===== src/rtl/ib_ram_pkg.sv =====
// Shared loader state encoding, page/frame geometry helpers and LUT bank field positions.
package ib_ram_pkg;

  typedef enum logic [1:0] {
    ST_IDLE = 2'd0,
    ST_LOAD = 2'd1,
    ST_FIN  = 2'd2
  } ld_state_e;

  // The page index is everything below the frame-offset MSB of the page address.
  function automatic int page_bits(input int entry_addr);
    return entry_addr - 1;
  endfunction

  function automatic int page_num(input int entry_addr);
    return 1 << page_bits(entry_addr);
  endfunction

  localparam int LUT_PORT_SIZE_DEF = 2;
  localparam int BANK_NUM_DEF      = 2;
  localparam int BANK0_MSB         = LUT_PORT_SIZE_DEF * BANK_NUM_DEF - 1;
  localparam int BANK0_LSB         = LUT_PORT_SIZE_DEF * (BANK_NUM_DEF - 1);
  localparam int BANK1_MSB         = BANK0_LSB - 1;
  localparam int BANK1_LSB         = 0;

endpackage


===== src/rtl/ib_ram_wr_reg.sv =====
// Registered RAM write stage: a beat accepted in cycle N appears as we/addr/data in N+1.
// Address and data hold their last values between beats; no backpressure.
module ib_ram_wr_reg #(
  parameter int AW = 4,
  parameter int DW = 4
) (
  input  logic          clk_i,
  input  logic          rst_i,
  input  logic          beat_i,
  input  logic [AW-1:0] addr_i,
  input  logic [DW-1:0] data_i,
  output logic          we_o,
  output logic [AW-1:0] addr_o,
  output logic [DW-1:0] data_o
);

  logic          we_q;
  logic [AW-1:0] addr_q;
  logic [DW-1:0] data_q;

  always_ff @(posedge clk_i or posedge rst_i) begin
    if (rst_i) begin
      we_q   <= 1'b0;
      addr_q <= '0;
      data_q <= '0;
    end else begin
      we_q <= beat_i;
      if (beat_i) begin
        addr_q <= addr_i;
        data_q <= data_i;
      end
    end
  end

  assign we_o   = we_q;
  assign addr_o = addr_q;
  assign data_o = data_q;

endmodule


===== src/rtl/ib_ram_page_loader.sv =====
// Ping-pong IB-LUT page loader: one page written per accepted beat (1-cycle write latency), frame done in PAGE_NUM+1 cycles.
// lut_data_ready is high only in LOAD; the source holds its word otherwise and stalls are waited out indefinitely.
module ib_ram_page_loader
  import ib_ram_pkg::*;
#(
  parameter int ENTRY_ADDR      = 4,
  parameter int MULTI_FRAME_NUM = 2,
  parameter int BANK_NUM        = 2,
  parameter int LUT_PORT_SIZE   = 2,
  parameter int ITER_NUM        = 20
) (
  input  logic                              write_clk,
  input  logic                              rst,
  input  logic                              iter_update_req,
  input  logic [LUT_PORT_SIZE*BANK_NUM-1:0] lut_data_in,
  input  logic                              lut_data_valid,
  output logic                              lut_data_ready,
  output logic [ENTRY_ADDR-1:0]             page_addr_ram,
  output logic [LUT_PORT_SIZE*BANK_NUM-1:0] ram_write_data_0,
  output logic                              ib_ram_we,
  output logic                              fresh_frame,
  output logic                              load_done,
  output logic                              busy,
  output logic [4:0]                        iter_cnt,
  output logic                              all_loaded
);

  localparam int                PAGE_W    = page_bits(ENTRY_ADDR);
  localparam int                PAGE_NUM  = page_num(ENTRY_ADDR);
  localparam int                FRAME_W   = $clog2(MULTI_FRAME_NUM);
  localparam int                DW        = LUT_PORT_SIZE * BANK_NUM;
  localparam logic [PAGE_W-1:0] PAGE_LAST = PAGE_W'(PAGE_NUM - 1);
  localparam logic [4:0]        ITER_MAX  = 5'(ITER_NUM);

  ld_state_e          state_q;
  logic [PAGE_W-1:0]  page_q;
  logic [FRAME_W-1:0] target_q;
  logic [FRAME_W-1:0] fresh_q;
  logic               pending_q;
  logic               done_q;
  logic [4:0]         iter_q;
  logic [4:0]         iter_d;
  logic               all_q;
  logic               beat;

  assign beat   = (state_q == ST_LOAD) && lut_data_valid;
  assign iter_d = (iter_q == ITER_MAX) ? iter_q : iter_q + 5'd1;

  // Frame bookkeeping moves on the last beat's edge so it lines up with that page's write.
  always_ff @(posedge write_clk or posedge rst) begin
    if (rst) begin
      state_q   <= ST_IDLE;
      page_q    <= '0;
      target_q  <= FRAME_W'(1);
      fresh_q   <= '0;
      pending_q <= 1'b0;
      done_q    <= 1'b0;
      iter_q    <= '0;
      all_q     <= 1'b0;
    end else begin
      done_q <= 1'b0;
      case (state_q)
        ST_IDLE: begin
          if (iter_update_req && !all_q) begin
            state_q <= ST_LOAD;
            page_q  <= '0;
          end
        end
        ST_LOAD: begin
          if (iter_update_req) pending_q <= 1'b1;
          if (beat) begin
            page_q <= page_q + PAGE_W'(1);
            if (page_q == PAGE_LAST) begin
              state_q  <= ST_FIN;
              done_q   <= 1'b1;
              fresh_q  <= target_q;
              target_q <= ~target_q;
              iter_q   <= iter_d;
              all_q    <= (iter_d == ITER_MAX);
            end
          end
        end
        ST_FIN: begin
          pending_q <= 1'b0;
          page_q    <= '0;
          if ((pending_q || iter_update_req) && !all_q) state_q <= ST_LOAD;
          else                                          state_q <= ST_IDLE;
        end
        default: state_q <= ST_IDLE;
      endcase
    end
  end

  ib_ram_wr_reg #(
    .AW (ENTRY_ADDR),
    .DW (DW)
  ) u_wr_reg (
    .clk_i  (write_clk),
    .rst_i  (rst),
    .beat_i (beat),
    .addr_i ({target_q, page_q}),
    .data_i (lut_data_in),
    .we_o   (ib_ram_we),
    .addr_o (page_addr_ram),
    .data_o (ram_write_data_0)
  );

  assign lut_data_ready = (state_q == ST_LOAD);
  assign busy           = (state_q != ST_IDLE);
  assign fresh_frame    = fresh_q;
  assign load_done      = done_q;
  assign iter_cnt       = iter_q;
  assign all_loaded     = all_q;

endmodule


===== config.mk =====
export PLATFORM = sky130hd
export DESIGN_NAME = ib_ram_page_loader
export DESIGN_NICKNAME = d
export VERILOG_FILES = /design/src/rtl/ib_ram_pkg.sv /design/src/rtl/ib_ram_wr_reg.sv /design/src/rtl/ib_ram_page_loader.sv
export SDC_FILE = /design/constraint.sdc
export NUM_CORES = 1
export LEC_CHECK = 0
export ABC_CLOCK_PERIOD_IN_PS = 2120
export BUFFER_PORTS_ARGS = -buffer_cell sky130_fd_sc_hd__buf_2
export CAP_MARGIN = 20
export CORE_UTILIZATION = 38
export DETAILED_ROUTE_END_ITERATION = 6
export PLACE_DENSITY = 0.61
export SETUP_SLACK_MARGIN = 0.02
export SKIP_CTS_REPAIR_TIMING = 1
export SLEW_MARGIN = 20
export SYNTH_ARGS = -nofsm -noshare
export SYNTH_HDL_FRONTEND = slang
export SYNTH_HIERARCHICAL = 1
export SYNTH_SLANG_ARGS = --single-unit

===== constraint.sdc =====
create_clock -name write_clk -period 2.12 [get_ports write_clk]
set_clock_uncertainty 0.1 [all_clocks]
set_input_delay 0.53 -clock write_clk [delete_from_list [all_inputs] [get_ports write_clk]]
set_output_delay 0.53 -clock write_clk [all_outputs]
set_load 0.02 [all_outputs]

==> results.yml, run 1 <==
sta:
  post-route-period-util_pct: 89.57
  max_slew.worst_pin.slew_ps: 591.2
  final.setup.tns_ps: 0
  setup_viol: 0
  slew-limit-headroom_pct: 60.54
  finalCriticalPeriod_ps: 1899
  maxSlewViolCount: 0
  maxClockFrequency_ghz: 0.5266
  unrepaired_setup_endpoints_after_global_routing: "false"
  endpoints_failing_hold: 0
outcome:
  run_status: "complete, but fails checks"
  violations: "DRC"
floorplanning:
  die_area_mm2: 0.003216
  core_area_mm2: 0.002805
  starting_density_of_the_core_pct: 40.54
  die_w_um: 56.71
  die_height_um: 56.71
  ioPinCount: 27
  rows: 19
power:
  max-vdd-ir-drop_v: 0.0006816
  power.clock.fraction_pct: 18.9
  power_per_cell_area_mw_per_mm2: 1302
  cell_internal_pwr_w: 0.001123
  power.share.combinational_pct: 39.4
  total_leakage_power_nw: 0.7254
  switchingPower_w: 0.0006364
  seqPwrFrac_pct: 41.7
  power.share.switching_pct: 36.16
finish:
  antenna_cells_inserted: 0
  design.final.nets: 134
  final_cell_mix: "buf_2 (26), dfrtp_1 (23), nand2_1 (11), mux2_4 (9), inv_1 (8)"
  fraction_of_layout_instances_using_a_drive_strength_above_1_pct: 38.84
  areaGrowthSynthToFinish_pct: 18.81
  layout.cells.most_common: "buf_2"
  finish.instance_area_mm2: 0.001351
grt:
  number_of_global_route_vias_before_repair: 746
  antenna_found_initial: 0
  grt_start_max_net_pins: 16
  grtUsageTotal_pct: 14.13
  grt_first_pass_wirelength_um: 3436
  globalRouteOverflowTotal: 0
worst_setup_path:
  worstSetupStartpointType: "flop"
  crit_path_leading_delay_family: "flip-flops"
  timing.critical_path.depth: 3
  rrSetupSlack_ps: 340
  crit_path_cells: "nor2b_1 -> buf_4 -> buf_2"
  timing.critical_path.from: "state_q[0]"
  critical_path_arrival_ps: 1270
  endpoint: "lut_data_ready"
  crit_path_max_incr_delay_ps: 450
  worst_r2r_endpoint: "all_loaded"
  criticalPathCategory: "reg2out"
  critical_path.max_fanout: 6
  crit_slowest_cell: "dfrtp_1"
  category_of_the_worst_setup_path_capture_point: "output pin"
  required_ps: 1490
  rr_startpoint: "page_q[0]"
  crit_path_buffers_inverters: 2
  r2r.worst_path.cells: 5
placed_design:
  gp_routability_congestion: 0.7944
  dp.final_hpwl_um: 1450
  io_buffers: 26
  placement.cell_area_mm2: 0.001299
routing:
  detailedRoute.firstPassIterationCount: 6
  drt.antenna.violating_nets: 0
  initialDrtViolationCount: 29
  postRouteWirelength_um: 1954
  avgViaCountPerCell: 5.046
  route.detailed.wl_per_inst_um: 12.86
  drcViolationCount: 10
  num_vias: 767
yosys:
  synth-main-ff-cell: "dfrtp_1"
  synth_cell_types: 32
  synth-edff-count: 0
  part_of_the_yosys_area_used_for_sequential_elements_pct: 52.92
  mappedNetlistArea_mm2: 0.001137
  synth.net_count: 104
  synth.ff_latch_count: 24
  synthCells: 92
  postSynth.asyncResetShare_pct: 100.0
  avgSynthCellArea_um2: 12.36
  yosys_warnings: 6
min_path:
  worstHoldPathType: "in2async"
flow_run:
  drv.max_cap_violation_count: 0
cts:
  cts.root.buffer_cell: "clkbuf_4"
  cts_buffers: 3
  tritoncts: "built"
  cts.sinks: 24
  clock_latency_ps: 320
  clock_tree.htree_level_count: 1
  clk_path_buf_depth: 2
  clk_pin_slew_ps: 130
## through the flow
step / total power (W) / std cells / setup slack [ps] / hold slack [ps] / util (%)
global route: 0.001884 / 152 / 106.7 / 59.78 / 48.17
detailed placement: 0.001443 / 148 / 337.4 / 367.1 / 46.30
CTS: 0.001779 / 152 / 199.6 / 57.47 / 48.17
floorplan: 0.001243 / 92 / 418.9 / 257.9 / -
global placement: 0.001427 / 148 / 358.7 / 367.1 / 46.30
finish: 0.001760 / 152 / 221.1 / 54.88 / 48.17
## worst min path at each step
| stage | slack (ps) | from | to |
|---|---|---|---|
| floorplan | 260 | rst | u_wr_reg/addr_o[0] |
| global placement | 370 | fresh_frame | fresh_frame |
| detailed placement | 370 | fresh_frame | fresh_frame |
| CTS | 60 | rst | u_wr_reg/addr_o[3] |
| global route | 60 | rst | u_wr_reg/we_o |
| finish | 50 | rst | u_wr_reg/data_o[1] |
## flip-flops by register name, summed over array words and instances, names as in the netlist
signal	flops
state_q	2
u_wr_reg/we_o	1
iter_cnt	5
target_q	1
pending_q	1
u_wr_reg/data_o	4
load_done	1
fresh_frame	1
page_q	3
all_loaded	1
u_wr_reg/addr_o	4
## final cells by class
cell class	instances	area, µm²
flip-flops and latches	24	601.8
well taps	31	38.79
fillers	272	1454
inverters	9	33.78
repair buffers	27	137.6
clock inverters	1	30.03
clock buffers	3	22.52
multi-input cells	57	486.7
## layer usage
metal  wire length (µm)  GRT usage, %  part of all wire, %
met5                  0             0                    0
met4                 17         4.286                 0.87
met3                125         5.069                  6.4
met2                841         20.75                   43
met1                970         19.41                   50
## cell usage after synthesis, types with 2 or more instances
master    number  area share [%]
nor2b_1        3             1.7
xor2_1         2             1.5
dfrtp_1       23              51
mux2_4         9              12
inv_1          8             2.6
nand2b_1       2             1.1
nand2_1       11             3.6
xnor2_1        2             1.5
ha_1           4             4.4
mux2i_1        3             2.6
a21oi_1        4             1.8
## power groups by stage
stage / registers [W] / clock network [W] / logic [W]
6_report: 0.000734 / 0.000332 / 0.000693
2_1_floorplan: 0.000850 / 0 / 0.000393
3_5_place_dp: 0.000744 / 0 / 0.000699
3_3_place_gp: 0.000739 / 0 / 0.000687
4_1_cts: 0.000736 / 0.000343 / 0.000700
5_1_grt: 0.000760 / 0.000363 / 0.000761
## cells by family (layout without fill, tap and decap cells)
group / count (synthesis) / count (layout) / synth area share, %
compound gates: 11 / 11 / 7.262
xor+xnor: 4 / 4 / 3.081
fa+ha+maj: 4 / 4 / 4.401
buf+inv: 11 / 40 / 4.290
flops: 24 / 24 / 52.92
mux: 13 / 13 / 15.51
simple gates: 25 / 25 / 12.54
Note: power is estimated with default switching activity, not from simulation.
==> inputs of run 2 (changes only) <==
--- a/config.mk
+++ b/config.mk
@@ -5,12 +5,12 @@
 export SDC_FILE = /design/constraint.sdc
 export NUM_CORES = 1
 export LEC_CHECK = 0
-export ABC_CLOCK_PERIOD_IN_PS = 2120
+export ABC_CLOCK_PERIOD_IN_PS = 1700
 export BUFFER_PORTS_ARGS = -buffer_cell sky130_fd_sc_hd__buf_2
 export CAP_MARGIN = 20
 export CORE_UTILIZATION = 38
 export DETAILED_ROUTE_END_ITERATION = 6
-export PLACE_DENSITY = 0.61
+export PLACE_DENSITY = 0.63
 export SETUP_SLACK_MARGIN = 0.02
 export SKIP_CTS_REPAIR_TIMING = 1
 export SLEW_MARGIN = 20
==> constraint.sdc (replaced) <==
create_clock -name write_clk -period 1.7 [get_ports write_clk]
set_clock_uncertainty 0.1 [all_clocks]
set_input_delay 0.425 -clock write_clk [delete_from_list [all_inputs] [get_ports write_clk]]
set_output_delay 0.425 -clock write_clk [all_outputs]
set_load 0.02 [all_outputs]
==> run 2 against run 1 <==
The run ends with DRC, setup timing left. Hold slack gained 170 ps. Sequential power grew 25%. Non-clock buffer count grew 9. Critical path type unchanged. Largest cell class unchanged. Highest routed layer unchanged.
==> results.yml, run 2 (synthesis gave the netlist of run 1 again) <==
outcome:
  run_status: "complete, but fails checks"
  violations: "DRC, setup timing"
finish:
  design.final.nets: 143
  finish.instance_area_mm2: 0.001464
  areaGrowthSynthToFinish_pct: 28.71
  layout.cells.most_common: "buf_2"
  final_cell_mix: "buf_2 (24), dfrtp_1 (20), nand2_1 (11), mux2_4 (9), buf_4 (9)"
  fill_cells: 285
  antenna_cells_inserted: 0
  largest_register_ff_count: 5
  fraction_of_layout_instances_using_a_drive_strength_above_1_pct: 47.69
placed_design:
  pre_cts_ws_ps: 64.49
  placement.cell_area_mm2: 0.001321
  io_buffers: 26
  dp.final_hpwl_um: 1484
  gp_routability_congestion: 0.8503
grt:
  antenna_found_initial: 0
  grtUsageTotal_pct: 13.46
  globalRouteOverflowTotal: 0
  grt_start_max_net_pins: 16
  grt_first_pass_wirelength_um: 3270
  number_of_global_route_vias_before_repair: 729
floorplanning:
  rows: 19
  die_height_um: 56.71
  starting_density_of_the_core_pct: 40.54
  die_area_mm2: 0.003216
  die_w_um: 56.71
  core_area_mm2: 0.002805
  ioPinCount: 27
sta:
  finalCriticalPeriod_ps: 1701
  endpoints_failing_hold: 0
  slew-limit-headroom_pct: 62.00
  max_slew.worst_pin.slew_ps: 569.4
  unrepaired_setup_endpoints_after_global_routing: "true"
  maxClockFrequency_ghz: 0.5878
  final.setup.tns_ps: -1.237
  finalWorstSetupSlack_ps: -1.237
  maxSlewViolCount: 0
  post-route-period-util_pct: 100.1
  setup_viol: 1
routing:
  drcViolationCount: 4
  avgViaCountPerCell: 4.932
  postRouteWirelength_um: 2045
  num_vias: 794
  drt.antenna.violating_nets: 0
  route.detailed.wl_per_inst_um: 12.70
  detailedRoute.firstPassIterationCount: 6
  initialDrtViolationCount: 24
cts:
  clk_pin_slew_ps: 130
  clk_path_buf_depth: 2
  cts_buffers: 3
  clock_tree.htree_level_count: 1
  tritoncts: "built"
  cts.root.buffer_cell: "clkbuf_4"
  clock_latency_ps: 320
  cts.sinks: 24
min_path:
  min_from: "lut_data_in[2]"
  worstHoldPathType: "in2reg"
  whs_path_depth: 2
worst_setup_path:
  category_of_the_worst_setup_path_capture_point: "output pin"
  worst_r2r_endpoint: "all_loaded"
  r2r.worst_path.cells: 5
  critical_path_arrival_ps: 1180
  rrSetupSlack_ps: 90
  critical_path.max_fanout: 6
  rr_startpoint: "iter_cnt[0]"
  timing.critical_path.from: "state_q[0]"
  criticalPathCategory: "reg2out"
  endpoint: "busy"
  required_ps: 1170
  worstSetupStartpointType: "flop"
power:
  power_per_cell_area_mw_per_mm2: 1588
  max-vdd-ir-drop_v: 0.0006538
  total_leakage_power_nw: 0.7812
  power_w: 0.002324
flow_run:
  drv.max_cap_violation_count: 0
[run 2: changes by cell type in the layout (fill, tap and decap cells not counted), sizes merged]
cell	previous run	this run
buf	27	35
dlygate4sd3	0	1
[run 2: metal layers]
layer  wire length [µm]  global-route usage [%]
met1                893                   16.06
met2               1032                   23.47
met3                103                   4.839
met4                 15                   2.143
met5                  0                       0
[run 2: final cells by class]
class                   count  area, µm²  share of cell area, %
clock buffers               3      22.52                  1.538
inverters                   9      36.28                  2.479
well taps                  31      38.79                  2.650
repair buffers             36      220.2                  15.04
clock inverters             1      30.03                  2.051
multi-input cells          57      510.5                  34.87
flip-flops and latches     24      605.6                  41.37
[run 2: power by group]
| part | internal (W) | switching (W) |
|---|---|---|
| registers | 0.000764 | 0.000153 |
| logic | 0.000490 | 0.000498 |
| clock network | 0.000239 | 0.000181 |
| total | 0.00149 | 0.000831 |
[run 2: worst min-delay path by stage]
| stage | to | slack (ps) |
|---|---|---|
| 6_report | u_wr_reg/data_o[2] | 220 |
| 5_1_grt | u_wr_reg/data_o[1] | 200 |
| 4_1_cts | u_wr_reg/data_o[0] | -50 |
| 3_5_place_dp | u_wr_reg/data_o[1] | 320 |
| 3_3_place_gp | u_wr_reg/data_o[1] | 300 |
| 2_1_floorplan | u_wr_reg/addr_o[0] | 150 |
[run 2: metrics by stage]
| step | utilization (%) | std cells | hold slack [ps] |
|---|---|---|---|
| after CTS | 48.97 | 155 | -53.35 |
| after global placement | 47.10 | 151 | 301.8 |
| after global routing | 52.19 | 161 | 198.5 |
| final | 52.19 | 161 | 221.8 |
| after detailed placement | 47.10 | 151 | 316.1 |
| after floorplan | - | 92 | 152.9 |
[run 2: worst max-delay path, cell delays in order, from the launching register on]
cell and delay [ps]:
dfrtp_2 460, or2_4 260, buf_6 130
==> inputs of run 3 (changes only) <==
--- a/config.mk
+++ b/config.mk
@@ -8,9 +8,10 @@
 export ABC_CLOCK_PERIOD_IN_PS = 1700
 export BUFFER_PORTS_ARGS = -buffer_cell sky130_fd_sc_hd__buf_2
 export CAP_MARGIN = 20
-export CORE_UTILIZATION = 38
+export CORE_UTILIZATION = 46
 export DETAILED_ROUTE_END_ITERATION = 6
-export PLACE_DENSITY = 0.63
+export GPL_TIMING_DRIVEN = 0
+export PLACE_DENSITY = 0.74
 export SETUP_SLACK_MARGIN = 0.02
 export SKIP_CTS_REPAIR_TIMING = 1
 export SLEW_MARGIN = 20
==> run 3 against run 2 <==
The flow now finishes without violations. Maximum frequency increased by 1.8%. Combinational power increased by 11%. Critical path type is now reg2reg. Hold slack gained 11 ps. Global-route usage rose by 2.3 points. Sequential share of layout area is 0.80 points lower.
==> results.yml, run 3 (synthesis gave the netlist of run 1 again) <==
worst_setup_path:
  rrSetupSlack_ps: 30
  crit_path_buffers_inverters: 1
  crit_slowest_cell: "dfrtp_2"
  crit_path_cells: "buf_4 -> ha_1 -> and2b_1 -> a211oi_1 -> o41ai_2"
  crit_path_max_incr_delay_ps: 450
  category_of_the_worst_setup_path_capture_point: "flop"
  r2r.worst_path.cells: 5
  required_ps: 1800
  crit_path_leading_delay_family: "flip-flops"
  critical_path_arrival_ps: 1770
  timing.critical_path.depth: 5
  worstSetupStartpointType: "flop"
  critical_path.max_fanout: 5
  criticalPathCategory: "reg2reg"
finish:
  fill_cells: 175
  multi_input_area_um2: 523.0
  utilization_after_layout_pct: 65.59
  largest_register_ff_count: 5
  areaGrowthSynthToFinish_pct: 31.24
  design.final.nets: 146
  layout.cells.most_common: "buf_2"
  ff_latch_area_um2: 605.6
  fraction_of_layout_instances_using_a_drive_strength_above_1_pct: 49.62
  final_cell_mix: "buf_2 (24), dfrtp_1 (20), buf_4 (12), nand2_1 (11), mux2_4 (9)"
  antenna_cells_inserted: 0
placed_design:
  gp_routability_congestion: 0.7934
  io_buffers: 26
  dp.final_hpwl_um: 1433
sta:
  finalCriticalPeriod_ps: 1670
  worst_hold_slack_ps: 232.4
  setup_viol: 0
  max_slew.worst_pin.slew_ps: 577.7
  endpoints_failing_hold: 0
  slew-limit-headroom_pct: 61.44
  maxSlewViolCount: 0
  maxClockFrequency_ghz: 0.5987
  unrepaired_setup_endpoints_after_global_routing: "true"
  post-route-period-util_pct: 98.26
routing:
  initialDrtViolationCount: 14
  route.detailed.wl_per_inst_um: 13.14
  met3WireLength_um: 78
  met2RoutedLength_um: 1103
  highest_layer: "met4"
  avgViaCountPerCell: 5.019
  detailedRoute.firstPassIterationCount: 4
  postRouteWirelength_um: 2115
  m1WireLength_um: 916
  drt.antenna.violating_nets: 0
  drcViolationCount: 0
  num_vias: 808
floorplanning:
  core_area_mm2: 0.002276
  die_area_mm2: 0.002675
  rows: 17
  starting_density_of_the_core_pct: 49.97
  ioPinCount: 27
  die_w_um: 51.73
  die_height_um: 51.73
grt:
  grtUsageTotal_pct: 15.75
  antenna_found_initial: 0
  grt_first_pass_wirelength_um: 3160
  grt_start_max_net_pins: 16
  globalRouteOverflowTotal: 0
  number_of_global_route_vias_before_repair: 768
flow_run:
  drv.max_cap_violation_count: 0
min_path:
  whs_path_depth: 2
  worstHoldPathType: "in2reg"
power:
  total_leakage_power_nw: 0.7933
  max-vdd-ir-drop_v: 0.001004
  power_per_cell_area_mw_per_mm2: 1618
outcome:
  run_status: "completed"
cts:
  cts.root.buffer_cell: "clkbuf_4"
  clock_tree.htree_level_count: 1
  tritoncts: "built"
  clock_latency_ps: 310
  clk_pin_slew_ps: 140
  clk_path_buf_depth: 2
  cts.sinks: 24
  cts_buffers: 3
## run 3: cell type report
type | count | share of cell area (%)
inverter | 9 | 2.263
clock buffer | 3 | 1.509
multi-input combinational | 57 | 35.04
timing repair buffer | 38 | 15.51
clock inverter | 1 | 2.012
tap | 28 | 2.347
sequential | 24 | 40.57
buffer | 1 | 0.7544
## run 3: path summary, 6_finish.rpt
kind,start,end
max in group asynchronous,rst,state_q[1]
min reg2reg,fresh_frame,fresh_frame
max,iter_cnt[0],all_loaded
min in group asynchronous,rst,u_wr_reg/data_o[2]
min,lut_data_in[3],u_wr_reg/data_o[3]
max reg2reg,iter_cnt[0],all_loaded
## run 3: metal layers
layer / track usage, % / vias up
met2: 29.00 / 19
met1: 18.82 / 396
met5: 0 / -
met4: 4.054 / 0
met3: 2.632 / 4
li1: - / 389
## run 3: where the power goes
part	switching (W)	internal, W
registers	0.000143	0.000764
logic	0.000534	0.000566
clock network	0.000171	0.000238
total	0.000848	0.00157
## run 3: worst reg2reg max path, cell delays in order (launching register included)
cell and delay [ps]:
dfrtp_2 450, buf_4 150, ha_1 240, and2b_1 180, a211oi_1 310, o41ai_2 130
## run 3: per-stage QoR
| step | TNS (ps) | cell area, µm² | total power (W) | worst slack (ps) | std cells |
|---|---|---|---|---|---|
| floorplan | 0 | 1139 | 0.001553 | 60.22 | 92 |
| global placement | -16.00 | 1304 | 0.001769 | -16.00 | 146 |
| detailed placement | -94.73 | 1304 | 0.001804 | -49.23 | 146 |
| CTS | -288.9 | 1356 | 0.002210 | -78.16 | 150 |
| global route | -83.92 | 1493 | 0.002566 | -75.22 | 161 |
| finish | 0 | 1493 | 0.002416 | 29.65 | 161 |
